==> config.mk <==
export PLATFORM = sky130hd
export DESIGN_NAME = dmem_dma
export DESIGN_NICKNAME = d
export VERILOG_FILES = /design/src/rtl/dmem_dma.sv
export SDC_FILE = /design/constraint.sdc
export NUM_CORES = 1
export LEC_CHECK = 0
export BUFFER_PORTS_ARGS = -buffer_cell sky130_fd_sc_hd__buf_2
export CAP_MARGIN = 10
export CORE_ASPECT_RATIO = 1.5
export CORE_UTILIZATION = 39
export CTS_CLUSTER_SIZE = 14
export DETAILED_ROUTE_END_ITERATION = 6
export PLACE_DENSITY = 0.68
export SYNTH_ARGS = -nofsm -noshare
export SYNTH_HDL_FRONTEND = slang
export SYNTH_SLANG_ARGS = --single-unit
export TNS_END_PERCENT = 20
==> constraint.sdc <==
create_clock -name clk -period 2.6 [get_ports clk]
set_input_delay 0.39 -clock clk [delete_from_list [all_inputs] [get_ports clk]]
set_output_delay 0.39 -clock clk [all_outputs]
set_load 0.05 [all_outputs]
==> src/rtl/dmem_dma.sv <==
// dmem_dma: copy/fill engine and arbiter in front of the 256x8 data memory.
// Fill mode exists only when DMEM_DMA_FILL_EN is defined; otherwise all transfers copy.
module dmem_dma #(
  parameter int W = 8,
  parameter int A = 8
) (
  input  logic         clk,
  input  logic         reset,
  input  logic         cpu_write_en,
  input  logic [A-1:0] cpu_addr,
  input  logic [W-1:0] cpu_data_in,
  output logic [W-1:0] cpu_data_out,
  output logic         cpu_stall,
  input  logic         start,
  input  logic         mode,
  input  logic [A-1:0] src_addr,
  input  logic [A-1:0] dst_addr,
  input  logic [A:0]   length,
  input  logic [W-1:0] fill_value,
  output logic         busy,
  output logic         done,
  output logic         mem_write_en,
  output logic [A-1:0] mem_addr,
  output logic [W-1:0] mem_data_in,
  input  logic [W-1:0] mem_data_out
);

  typedef enum logic [2:0] {
    IDLE,
    RD,
    WR,
`ifdef DMEM_DMA_FILL_EN
    FILL,
`endif
    DONE
  } state_t;

  localparam logic [A:0] MAXLEN = {1'b1, {A{1'b0}}};
  localparam logic [A:0] ONE    = {{A{1'b0}}, 1'b1};

  state_t       r_state;
  logic [A-1:0] r_src;
  logic [A-1:0] r_dst;
  logic [A:0]   r_cnt;
  logic [A:0]   r_idx;
  logic [W-1:0] r_buf;
`ifdef DMEM_DMA_FILL_EN
  logic [W-1:0] r_fill;
`else
  logic         w_unused_fill;
  assign w_unused_fill = ^{mode, fill_value};
`endif

  logic [A:0]   w_len;
  logic         w_last;
  logic [A-1:0] w_idx;

  assign w_len  = (length > MAXLEN) ? MAXLEN : length;
  assign w_last = (r_idx + ONE) == r_cnt;
  assign w_idx  = r_idx[A-1:0];

  always_ff @(posedge clk) begin
    if (!reset) begin
      r_state <= IDLE;
      r_src   <= '0;
      r_dst   <= '0;
      r_cnt   <= '0;
      r_idx   <= '0;
      r_buf   <= '0;
`ifdef DMEM_DMA_FILL_EN
      r_fill  <= '0;
`endif
    end else begin
      case (r_state)
        IDLE, DONE: begin
          if (start) begin
            r_src <= src_addr;
            r_dst <= dst_addr;
            r_cnt <= w_len;
            r_idx <= '0;
`ifdef DMEM_DMA_FILL_EN
            r_fill <= fill_value;
`endif
            if (w_len == '0) begin
              r_state <= DONE;
            end else begin
`ifdef DMEM_DMA_FILL_EN
              r_state <= mode ? FILL : RD;
`else
              r_state <= RD;
`endif
            end
          end else begin
            r_state <= IDLE;
          end
        end
        RD: begin
          r_buf   <= mem_data_out;
          r_state <= WR;
        end
        WR: begin
          r_idx   <= r_idx + ONE;
          r_state <= w_last ? DONE : RD;
        end
`ifdef DMEM_DMA_FILL_EN
        FILL: begin
          r_idx   <= r_idx + ONE;
          r_state <= w_last ? DONE : FILL;
        end
`endif
        default: r_state <= IDLE;
      endcase
    end
  end

  // Port mux: CPU owns the memory except in engine states; reset forces it idle.
  always_comb begin
    mem_addr     = cpu_addr;
    mem_write_en = cpu_write_en;
    mem_data_in  = cpu_data_in;
    busy         = 1'b0;
    done         = 1'b0;
    if (!reset) begin
      mem_write_en = 1'b0;
    end else begin
      case (r_state)
        RD: begin
          mem_addr     = r_src + w_idx;
          mem_write_en = 1'b0;
          busy         = 1'b1;
        end
        WR: begin
          mem_addr     = r_dst + w_idx;
          mem_write_en = 1'b1;
          mem_data_in  = r_buf;
          busy         = 1'b1;
        end
`ifdef DMEM_DMA_FILL_EN
        FILL: begin
          mem_addr     = r_dst + w_idx;
          mem_write_en = 1'b1;
          mem_data_in  = r_fill;
          busy         = 1'b1;
        end
`endif
        DONE: done = 1'b1;
        default: ;
      endcase
    end
  end

  assign cpu_stall    = busy;
  assign cpu_data_out = mem_data_out;

endmodule
==> run metrics, run 1 <==
outcome=finished with violations; failing checks=design-rule violations, negative setup slack; Syn-to-layout area delta=31.0%; Leakage=1.57 nW; share of the synthesized area in the top cell type=0.313; share of post-route cells with drive strength above 1=0.407; compound-cell area share of the yosys netlist=0.166; final instance area=0.00368 mm²; vias in the first global route=between 2000 and 3000; Synth Area in Simple Gates=0.229; minimum clock period=2.94 ns; Clock power frac=0.315; port bufs=80; Worst Setup Slack, final=-0.339 ns; worst-margin pin slew=0.513 ns; Final setup violation count=7; Psw=around 0.00057 W; TritonCTS clock tree=yes; largest family of logic cells by synthesized area=simple AND/OR/NAND/NOR gates; worst path arrival time=between 2 and 3 ns; CTS Sinks=44; WL per Instance=13.5 µm; met1 wire length=2.63 mm; top area cells in the synthesized netlist=dfxtp_1, a21boi_0, nand2_1; Cell Area, Synth=0.00281 mm²; via/cell ratio=5.24; Min Hold Slack=0.332 ns; core region area=0.00690 mm²; post-synthesis instance total=between 300 and 400; # Max-Cap Violations=0; CTS buffer count=5; DRC viols=2; nets=483; diodes inserted=0; Iter 0 DRT Violations=69; Die Span Y=106 µm; Yosys top cell by area=dfxtp_1; Worst EP required=around 2.2 ns; Synth Flop Type=dfxtp_1; Internal=between 0.001 and 0.0015 W; CP Max Fanout=6; Final ANT Viol Nets=0; Std-Cell Rows=37; synthesis-stage register bit count=44; Async S/R FF share, synth=0; post-DP HPWL=4.92 mm; Vias=2556; reg-to-reg startpoint=r_idx[1]$_SDFFE_PN0P_; Fin Setup TNS=-1.47 ns; Combinational Power Share=0.275; antenna violations before repair=0; VDD IR-drop max=0.286 mV; placed insts=479; CP startpoint kind=flop; Skew-Pair Late Insertion Delay=0.29 ns; Post-Place Cell Area=0.00340 mm²; worst reg-to-reg path cell count=6; Post-Layout Cell Count=a little under 500; post-synth cell types=44; I/O pin cnt=90; mux share of post-synthesis cell area=0.100; r2r setup slk=0.50 ns; Slew HR=0.658; pin count of the biggest net entering global routing=48; final global-route overflow total=0; Met2 Routed Length=3.52 mm; Pre-Repair DR Iteration Count=6; Worst-path clk slew=0.09 ns; post-synthesis xor/xnor area fraction=0.0645; Routability Congestion=0.847; RSZ-0062 raised after global routing=yes; skew final=between 0.004 and 0.005 ns; sequential share of the synthesized area=0.313; Final Hold Fails=0; root buffer cell=clkbuf_8; Die Wd=around 70 µm; PwrDens=between 400 and 500 mW/mm²; Worst Hold Path Cells=3; fraction of the mapped netlist area in adder cells=0.0561; switch share=0.317; Initial Utilization=0.408; die area=0.00756 mm²; Worst Setup End Kind=output port; total wire length=6.58 mm; syn avg cell area=8.60 µm²; fmax=approximately 340 MHz; Power Total=0.00179 W; fin. max-slew vios=0; met3 WL=273 µm; final critical-path share of the clock period=1.13; reg2reg end=r_state[1]$_SDFF_PN0_; total track usage=0.177; highest metal used=met4; Hold-fix buffers, CTS=0; H-tree level count=2; Max Root-Sink Buffers=2; Hold WC Path Type=input port to flop; crit path to=mem_addr[6]; Reg power frac=0.409; number of flops mapped to enable cells by yosys=0; Ys Warns=0; Mapped Nets=401; WS Path Type=flop to output port; Fillers=638; first-pass GRT wire length=10.8 mm; CP Launch Point=r_state[0]$_SDFF_PN0_
timing repair:
item,4_1_cts,5_1_grt
buffers inserted,1,0
pin swaps,5,7
endpoints found under the hold margin,0,0
endpoints found under the setup margin,7,7
gates resized for setup,24,13
metrics by stage:
| step | util | setup slack, ns |
|---|---|---|
| 6_report | 0.534 | -0.339 |
| 5_1_grt | 0.534 | -0.416 |
| 4_1_cts | 0.525 | -0.323 |
| 3_5_place_dp | 0.493 | -0.240 |
| 3_3_place_gp | 0.493 | -0.178 |
| 2_1_floorplan | - | -0.174 |
synth_stat cells, types with 3 or more instances:
cell	count
nor2b_1	13
and2_1	4
buf_4	13
inv_1	7
o21a_1	6
nand4_1	3
xor2_1	8
dfxtp_1	44
nand3_1	5
nor3_1	9
nand3b_1	8
xnor2_1	9
mux2i_1	9
nor2_1	3
clkbuf_1	10
a21oi_1	11
o21ai_0	13
ha_1	11
buf_2	3
nand2_1	59
a21boi_0	31
mux2_2	17
per-layer routing:
metal | vias to the layer above | track usage
li1 | 1284 | -
met1 | 1178 | 0.189
met5 | - | 0
met4 | 0 | 0.0757
met2 | 84 | 0.338
met3 | 10 | 0.0237
sequential cells by signal, indices dropped and copies added, names as in the netlist:
register,cells
r_src,8
r_state,2
r_cnt,9
r_dst,8
r_buf,8
r_idx,9
layout make-up:
| class | instances | area (µm²) | area share |
|---|---|---|---|
| Clock inverter | 2 | 38.8 | 0.0105 |
| Inverter | 7 | 26.3 | 0.00713 |
| Clock buffer | 6 | 82.6 | 0.0224 |
| Tap cell | 78 | 97.6 | 0.0265 |
| Sequential cell | 44 | 883 | 0.240 |
| Timing Repair Buffer | 103 | 621 | 0.168 |
| Multi-Input combinational cell | 248 | 1930 | 0.525 |
worst min path at each step:
stage | end | slack [ns] | start
5_1_grt | r_dst[4]$_SDFFE_PN0P_ | 0.34 | dst_addr[4]
3_5_place_dp | r_dst[6]$_SDFFE_PN0P_ | 0.45 | r_dst[6]$_SDFFE_PN0P_
4_1_cts | r_dst[0]$_SDFFE_PN0P_ | 0.33 | dst_addr[0]
6_report | r_src[3]$_SDFFE_PN0P_ | 0.33 | src_addr[3]
2_1_floorplan | r_dst[0]$_SDFFE_PN0P_ | 0.44 | r_dst[0]$_SDFFE_PN0P_
3_3_place_gp | r_dst[7]$_SDFFE_PN0P_ | 0.45 | r_dst[7]$_SDFFE_PN0P_
layout by cell type, fill, tap and decap left out, drive strengths merged:
cell type,instances
a21boi,31
and3,2
clkbuf,6
or4b,1
inv,7
and2,4
clkinv,1
a21oi,11
bufinv,1
ha,11
a221oi,1
mux2,17
nor3,9
nand2b,2
mux2i,9
xnor2,10
fa,1
xor2,9
nand4,3
nor2,3
nor4,3
nor2b,13
dfxtp,44
nor3b,2
nand4b,2
a31oi,2
o211ai,2
o21ai,14
nand3b,8
buf,103
o21a,6
nand3,7
o41ai,1
o2111ai,1
or2b,1
and4,1
nand2,61
cell families after synthesis:
kind of cell | after synthesis
AOI/OAI and AO/OA | 69
xor gates and xnor gates | 19
adders and majority gates | 12
buffers and inverters | 35
DFF | 44
muxes | 26
and+or+nand+nor | 122
worst max-delay path: stages (launching register included):
cell,delay (ns)
dfxtp_2,0.33
inv_2,0.07
ha_4,0.19
mux2_4,0.33
ha_4,0.27
inv_2,0.04
o21ai_2,0.20
a21oi_2,0.09
or4b_4,0.50
nand3_4,0.09
buf_8,0.14
power by group through the flow:
stage,Sequential (W),Combinational (W),Clock (W)
2_1_floorplan,0.000741,0.000343,0
3_3_place_gp,0.000746,0.000452,0
3_5_place_dp,0.000748,0.000458,0
4_1_cts,0.000733,0.000485,0.000574
5_1_grt,0.000738,0.000531,0.000600
6_report,0.000733,0.000493,0.000564
No activity file was read; power rests on OpenSTA's default activity.
==> inputs of run 2 (changes only) <==
--- a/config.mk
+++ b/config.mk
@@ -14,2 +14,4 @@
 export PLACE_DENSITY = 0.68
+export SETUP_SLACK_MARGIN = 0.3
+export SLEW_MARGIN = 20
 export SYNTH_ARGS = -nofsm -noshare
==> constraint.sdc (replaced) <==
create_clock -name clk -period 2.6 [get_ports clk]
set_input_delay 0.13 -clock clk [delete_from_list [all_inputs] [get_ports clk]]
set_output_delay 0.13 -clock clk [all_outputs]
set_load 0.05 [all_outputs]
==> run 2 against run 1 <==
The run still ends with design-rule violations, negative setup slack left. Critical path depth stayed put. Non-clock buffer count is 8 lower. Clock power is 20% lower. Hold slack worse by 0.26 ns. Maximum frequency is 10% higher. Via count is 2.0% lower.
==> run metrics, run 2 (same netlist as run 1, synthesis figures left out) <==
outcome=finished with violations; failing checks=design-rule violations, negative setup slack; Slew HR=0.649 (-0.00932); Fin Setup TNS=-0.0691 ns (+1.40 ns); Max Root-Sink Buffers=2 (unchanged); VDD IR-drop max=0.317 mV (+11%); I/O pin cnt=90 (unchanged); Post-Place Cell Area=0.00331 mm² (-2.6%); port bufs=80 (unchanged); register area=883 µm² (unchanged); Final setup violation count=1 (-6); CP Max Fanout=6 (unchanged); Std-Cell Rows=37 (unchanged); worst path arrival time=2.54 ns (about the same); root buffer cell=clkbuf_8; Die Span Y=106 µm (unchanged); CTS buffer count=5 (unchanged); Hold-fix buffers, CTS=0 (unchanged); fmax=375 MHz (+10%); Routability Congestion=0.815 (-3.7%); minimum clock period=2.67 ns (-0.270 ns); Worst EP required=2.47 ns (+0.26 ns); Pre-Repair DR Iteration Count=6 (unchanged); Skew-Pair Late Insertion Delay=0.30 ns (about the same); Fillers=640 (+0.31%); via/cell ratio=5.22 (-0.32%); WL per Instance=13.8 µm (+2.1%); WS Path Type=flop to output port; share of post-route cells with drive strength above 1=0.381 (-0.0267); fin. max-slew vios=0 (unchanged); Vias=2506 (-2.0%); biggest regs=r_cnt x9, r_idx x9; Die Wd=71.3 µm (unchanged); die area=0.00756 mm² (unchanged); final critical-path share of the clock period=1.03 (-0.104); Worst Setup Slack, final=-0.0691 ns (+0.270 ns); # Max-Cap Violations=0 (unchanged); Final ANT Viol Nets=0 (unchanged); Leakage=1.50 nW (-4.6%); Hold WC Path Type=input port to flop; final global-route overflow total=0 (unchanged); total wire length=6.61 mm (+0.43%); RSZ-0062 raised after global routing=yes; vias in the first global route=2519 (+0.20%); nets=475 (-1.7%); H-tree level count=2 (unchanged); Syn-to-layout area delta=27.1%; diodes inserted=0 (unchanged); PwrDens=467 mW/mm² (-3.9%); post-DP HPWL=5.07 mm (+3.0%); antenna violations before repair=0 (unchanged); final instance area=0.00357 mm² (-3.0%); TritonCTS clock tree=yes; pin count of the biggest net entering global routing=27 (-44%); most frequent cells in the layout=buf_2, nand2_1, dfxtp_1, a21boi_0, buf_4; Multi-input gate area=0.00191 mm² (-1.2%); worst-margin pin slew=0.527 ns (+0.0140 ns); Iter 0 DRT Violations=45 (-35%); DRC viols=2 (unchanged); Initial Utilization=0.408 (unchanged); skew final=0.00431 ns (-0.000217 ns); core region area=0.00690 mm² (unchanged); Power Total=0.00167 W (-6.8%); CP startpoint kind=flop; first-pass GRT wire length=11.3 mm (+4.9%); Worst-path clk slew=0.08 ns (about the same); Worst Setup End Kind=output port; total track usage=0.187 (+0.0101); CTS Sinks=44 (unchanged); most common cell after layout, fill and taps aside=buf_2; Final Hold Fails=0 (unchanged)
[run 2: what timing repair did]
action	4_1_cts	5_1_grt
pin swaps	11	10
hold endpoints to repair	0	0
endpoints found under the setup margin	7	7
buffers inserted	2	3
gates resized for setup	27	3
[run 2: metrics by stage]
stage,hold slack (ns),cells,utilization,setup slack [ns]
finish,0.0755,480,0.518,-0.0691
global route,0.0809,480,0.518,-0.162
CTS,0.0732,477,0.513,-0.113
detailed placement,0.397,467,0.480,-0.0178
global placement,0.384,467,0.480,0.0665
floorplan,0.275,327,-,0.0857
[run 2: cell type report]
type                    instances  share of cell area
multi-input cells             248               0.535
inverters                       7             0.00735
repair buffers                 95               0.157
clock buffers                   7              0.0242
flip-flops and latches         44               0.247
well taps                      78              0.0273
clock inverters                 1             0.00210
[run 2: worst max-delay path, stage by stage (launching register included)]
cell,delay [ns]
dfxtp_2,0.33
inv_2,0.06
ha_4,0.19
mux2_4,0.33
ha_4,0.28
a21oi_2,0.06
o21ai_2,0.18
a21oi_2,0.09
or4b_4,0.50
nand3_4,0.09
buf_8,0.14
[run 2: per-layer routing]
metal	wire length, µm	vias up	part of all wire	GRT usage
li1	-	1267	-	-
met2	3440	78	0.52	0.352
met1	2740	1151	0.41	0.205
met3	264	10	0.040	0.0265
met5	0	-	0	0
met4	155	0	0.023	0.0771
[run 2: final timing paths]
check | slack [ns] | startpoint | depth (start not counted) | end
worst max-delay path | -0.07 | r_state[0]$_SDFF_PN0_ | 10 | mem_addr[6]
worst min-delay path | 0.08 | src_addr[0] | 3 | r_src[0]$_SDFFE_PN0P_
worst max register to register | 0.62 | r_idx[0]$_SDFFE_PN0P_ | 6 | r_state[1]$_SDFF_PN0_
worst min register to register | 0.47 | r_src[5]$_SDFFE_PN0P_ | 2 | r_src[5]$_SDFFE_PN0P_
[run 2: where the power goes]
group          leakage (nW)  internal (W)  switching, W
registers             0.360      0.000710     0.0000239
logic                  1.10      0.000191      0.000290
clock network        0.0445      0.000216      0.000237
==> inputs of run 3 (changes only) <==
Settings changed: HOLD_SLACK_MARGIN from default to 0.15, RECOVER_POWER from default to 100.
==> run 3 against run 2 <==
The run still ends with design-rule violations, negative setup slack left. First-iteration DRC count increased by 47%. Register-to-register slack lost 0.03 ns. Combinational power increased by 8.5%. Wire length grew 10%. Sequential share of layout area is 2.0 points lower. Clock skew hardly changed. Maximum frequency fell by 0.68%. Die area unchanged. Critical endpoint unchanged. Largest cell class unchanged. Largest power group unchanged. Highest routed layer unchanged.
==> run metrics, run 3 (same netlist as run 1, synthesis figures left out) <==
outcome=finished with violations; failing checks=design-rule violations, negative setup slack; Max Root-Sink Buffers=2 (unchanged); nets=508 (+6.9%); TritonCTS clock tree=yes; Slowest cell on crit path=or4b_4; Worst Setup End Kind=output port; dpl ws=-0.0178 ns (unchanged); final global-route overflow total=0 (unchanged); WS Path Type=flop to output port; Fillers=619 (-3.3%); Worst Setup Slack, final=-0.0875 ns (-0.0183 ns); Leakage=1.61 nW (+7.5%); CP Max Fanout=6 (unchanged); CTS buffer count=5 (unchanged); PwrDens=439 mW/mm² (-5.9%); skew final=0.00413 ns (-0.000183 ns); die area=0.00756 mm² (unchanged); Combinational Power Share=0.305 (+0.017); Worst Hold Path Cells=4 (+1); crit-path cells=inv_2 -> ha_4 -> mux2_4 -> ha_4 -> a21oi_2 -> o21ai_2 -> a21oi_2 -> or4b_4 -> nand3_4 -> buf_8; Die Wd=71.3 µm (unchanged); biggest regs=r_cnt x9, r_idx x9; placed insts=467 (unchanged); Pre-Repair DR Iteration Count=6 (unchanged); Slew HR=0.335 (-0.314); share of post-route cells with drive strength above 1=0.331 (-0.0496); r2r setup slk=0.59 ns (-0.03 ns); worst reg-to-reg path cell count=6 (unchanged); VDD IR-drop max=0.333 mV (+4.9%); RSZ-0062 raised after global routing=yes; DRC viols=2 (unchanged); port bufs=80 (unchanged); vias in the first global route=2736 (+8.6%); hold_sp=start; Die Span Y=106 µm (unchanged); CP startpoint kind=flop; first-pass GRT wire length=12.4 mm (+9.6%); fin. max-slew vios=0 (unchanged); Final Hold Fails=0 (unchanged); Reg power frac=0.430 (-0.010); Worst EP required=2.47 ns (about the same); Syn-to-layout area delta=38.4%; CTS Sinks=44 (unchanged); Min Hold Slack=0.241 ns (+0.166 ns); Worst-path clk slew=0.08 ns (about the same); Fin Setup TNS=-0.0875 ns (-0.0183 ns); crit-path max cell delay=0.50 ns (about the same); Clock power frac=0.265 (-0.007); via/cell ratio=5.23 (+0.14%); root buffer cell=clkbuf_8; Initial Utilization=0.408 (unchanged); total wire length=7.27 mm (+10%); Std-Cell Rows=37 (unchanged); I/O pin cnt=90 (unchanged); Vias=2682 (+7.0%); reg2reg end=r_state[1]$_SDFF_PN0_; Psw=0.000562 W (+1.9%); final critical-path share of the clock period=1.03 (+0.00706); Post-Place Cell Area=0.00331 mm² (unchanged); Final ANT Viol Nets=0 (unchanged); Worst Hold End=r_src[7]$_SDFFE_PN0P_; core region area=0.00690 mm² (unchanged); post-DP HPWL=5.07 mm (unchanged); Routability Congestion=0.815 (unchanged); Iter 0 DRT Violations=66 (+47%); diodes inserted=0 (unchanged); reg-to-reg startpoint=r_idx[0]$_SDFFE_PN0P_; switch share=0.329 (-0.00149); # Max-Cap Violations=0 (unchanged); worst-margin pin slew=0.997 ns (+0.471 ns); fmax=372 MHz (-0.68%); most frequent cells in the layout=buf_2, nand2_1, dfxtp_1, dlygate4sd3_1, a21boi_0; most common cell after layout, fill and taps aside=buf_2; Post-Layout Cell Count=513 (+6.9%); total track usage=0.206 (+0.0187); WL per Instance=14.2 µm (+3.0%); pin count of the biggest net entering global routing=27 (unchanged); H-tree level count=2 (unchanged); Internal=0.00115 W (+2.6%); Hold WC Path Type=input port to flop; Skew-Pair Late Insertion Delay=0.30 ns (about the same); antenna violations before repair=0 (unchanged); final instance area=0.00389 mm² (+8.9%); worst path arrival time=2.56 ns (+0.02 ns); Final setup violation count=1 (unchanged); minimum clock period=2.69 ns (+0.0183 ns)
[run 3: cell types whose count changed in the layout (fill, tap and decap cells not counted), sizes merged]
cell | previous run | this run
dlygate4sd3 | 0 | 33
buf | 95 | 86
clkbuf | 7 | 16
[run 3: worst max path at each step]
stage	start	endpoint	slack (ns)
global placement	r_state[1]$_SDFF_PN0_	mem_addr[6]	0.07
global route	r_state[0]$_SDFF_PN0_	mem_addr[6]	-0.17
detailed placement	r_state[1]$_SDFF_PN0_	mem_addr[6]	-0.02
floorplan	r_state[0]$_SDFF_PN0_	mem_addr[4]	0.09
CTS	r_state[0]$_SDFF_PN0_	mem_addr[6]	-0.11
finish	r_state[0]$_SDFF_PN0_	mem_addr[6]	-0.09
[run 3: final cells by class]
cell class / instances / area (µm²) / area share
well taps: 78 / 97.6 / 0.0251
inverters: 7 / 26.3 / 0.00675
clock buffers: 7 / 86.3 / 0.0222
multi-input cells: 248 / 1910 / 0.491
flip-flops and latches: 44 / 883 / 0.227
repair buffers: 128 / 877 / 0.225
clock inverters: 1 / 7.51 / 0.00193
[run 3: metrics by stage]
step	power (W)	utilization
after detailed placement	0.00119	0.480
final	0.00171	0.564
after global placement	0.00119	0.480
after floorplan	0.00108	-
after CTS	0.00172	0.560
after global routing	0.00179	0.564
[run 3: what timing repair did]
item,in CTS,in global routing
setup endpoints to repair,7,7
pin swaps,11,9
buffers inserted,2,3
resized for setup,27,3
endpoints found under the hold margin,33,0
hold buffers,33,0
[run 3: metal layers]
metal  routed length [µm]  global-route usage  part of all wire
met5                    0                   0                 0
met2                 3880               0.392              0.53
met4                  162              0.0857             0.022
met1                 2880               0.220              0.40
met3                  351              0.0313             0.048
[run 3: worst max-delay path: cells and delay by family, from the launching register on]
| family | cells | cell delay (ns) |
|---|---|---|
| AOI/OAI and AO/OA | 3 | 0.33 |
| and+or+nand+nor | 2 | 0.59 |
| buffers and inverters | 2 | 0.20 |
| muxes | 1 | 0.33 |
| DFF | 1 | 0.33 |
| adders and majority gates | 2 | 0.48 |
[run 3: power by group through the flow]
stage / Combinational, W / Clock, W / Sequential [W]
global placement: 0.000439 / 0 / 0.000748
detailed placement: 0.000446 / 0 / 0.000749
CTS: 0.000515 / 0.000472 / 0.000734
finish: 0.000522 / 0.000452 / 0.000734
floorplan: 0.000343 / 0 / 0.000741
global route: 0.000564 / 0.000489 / 0.000739
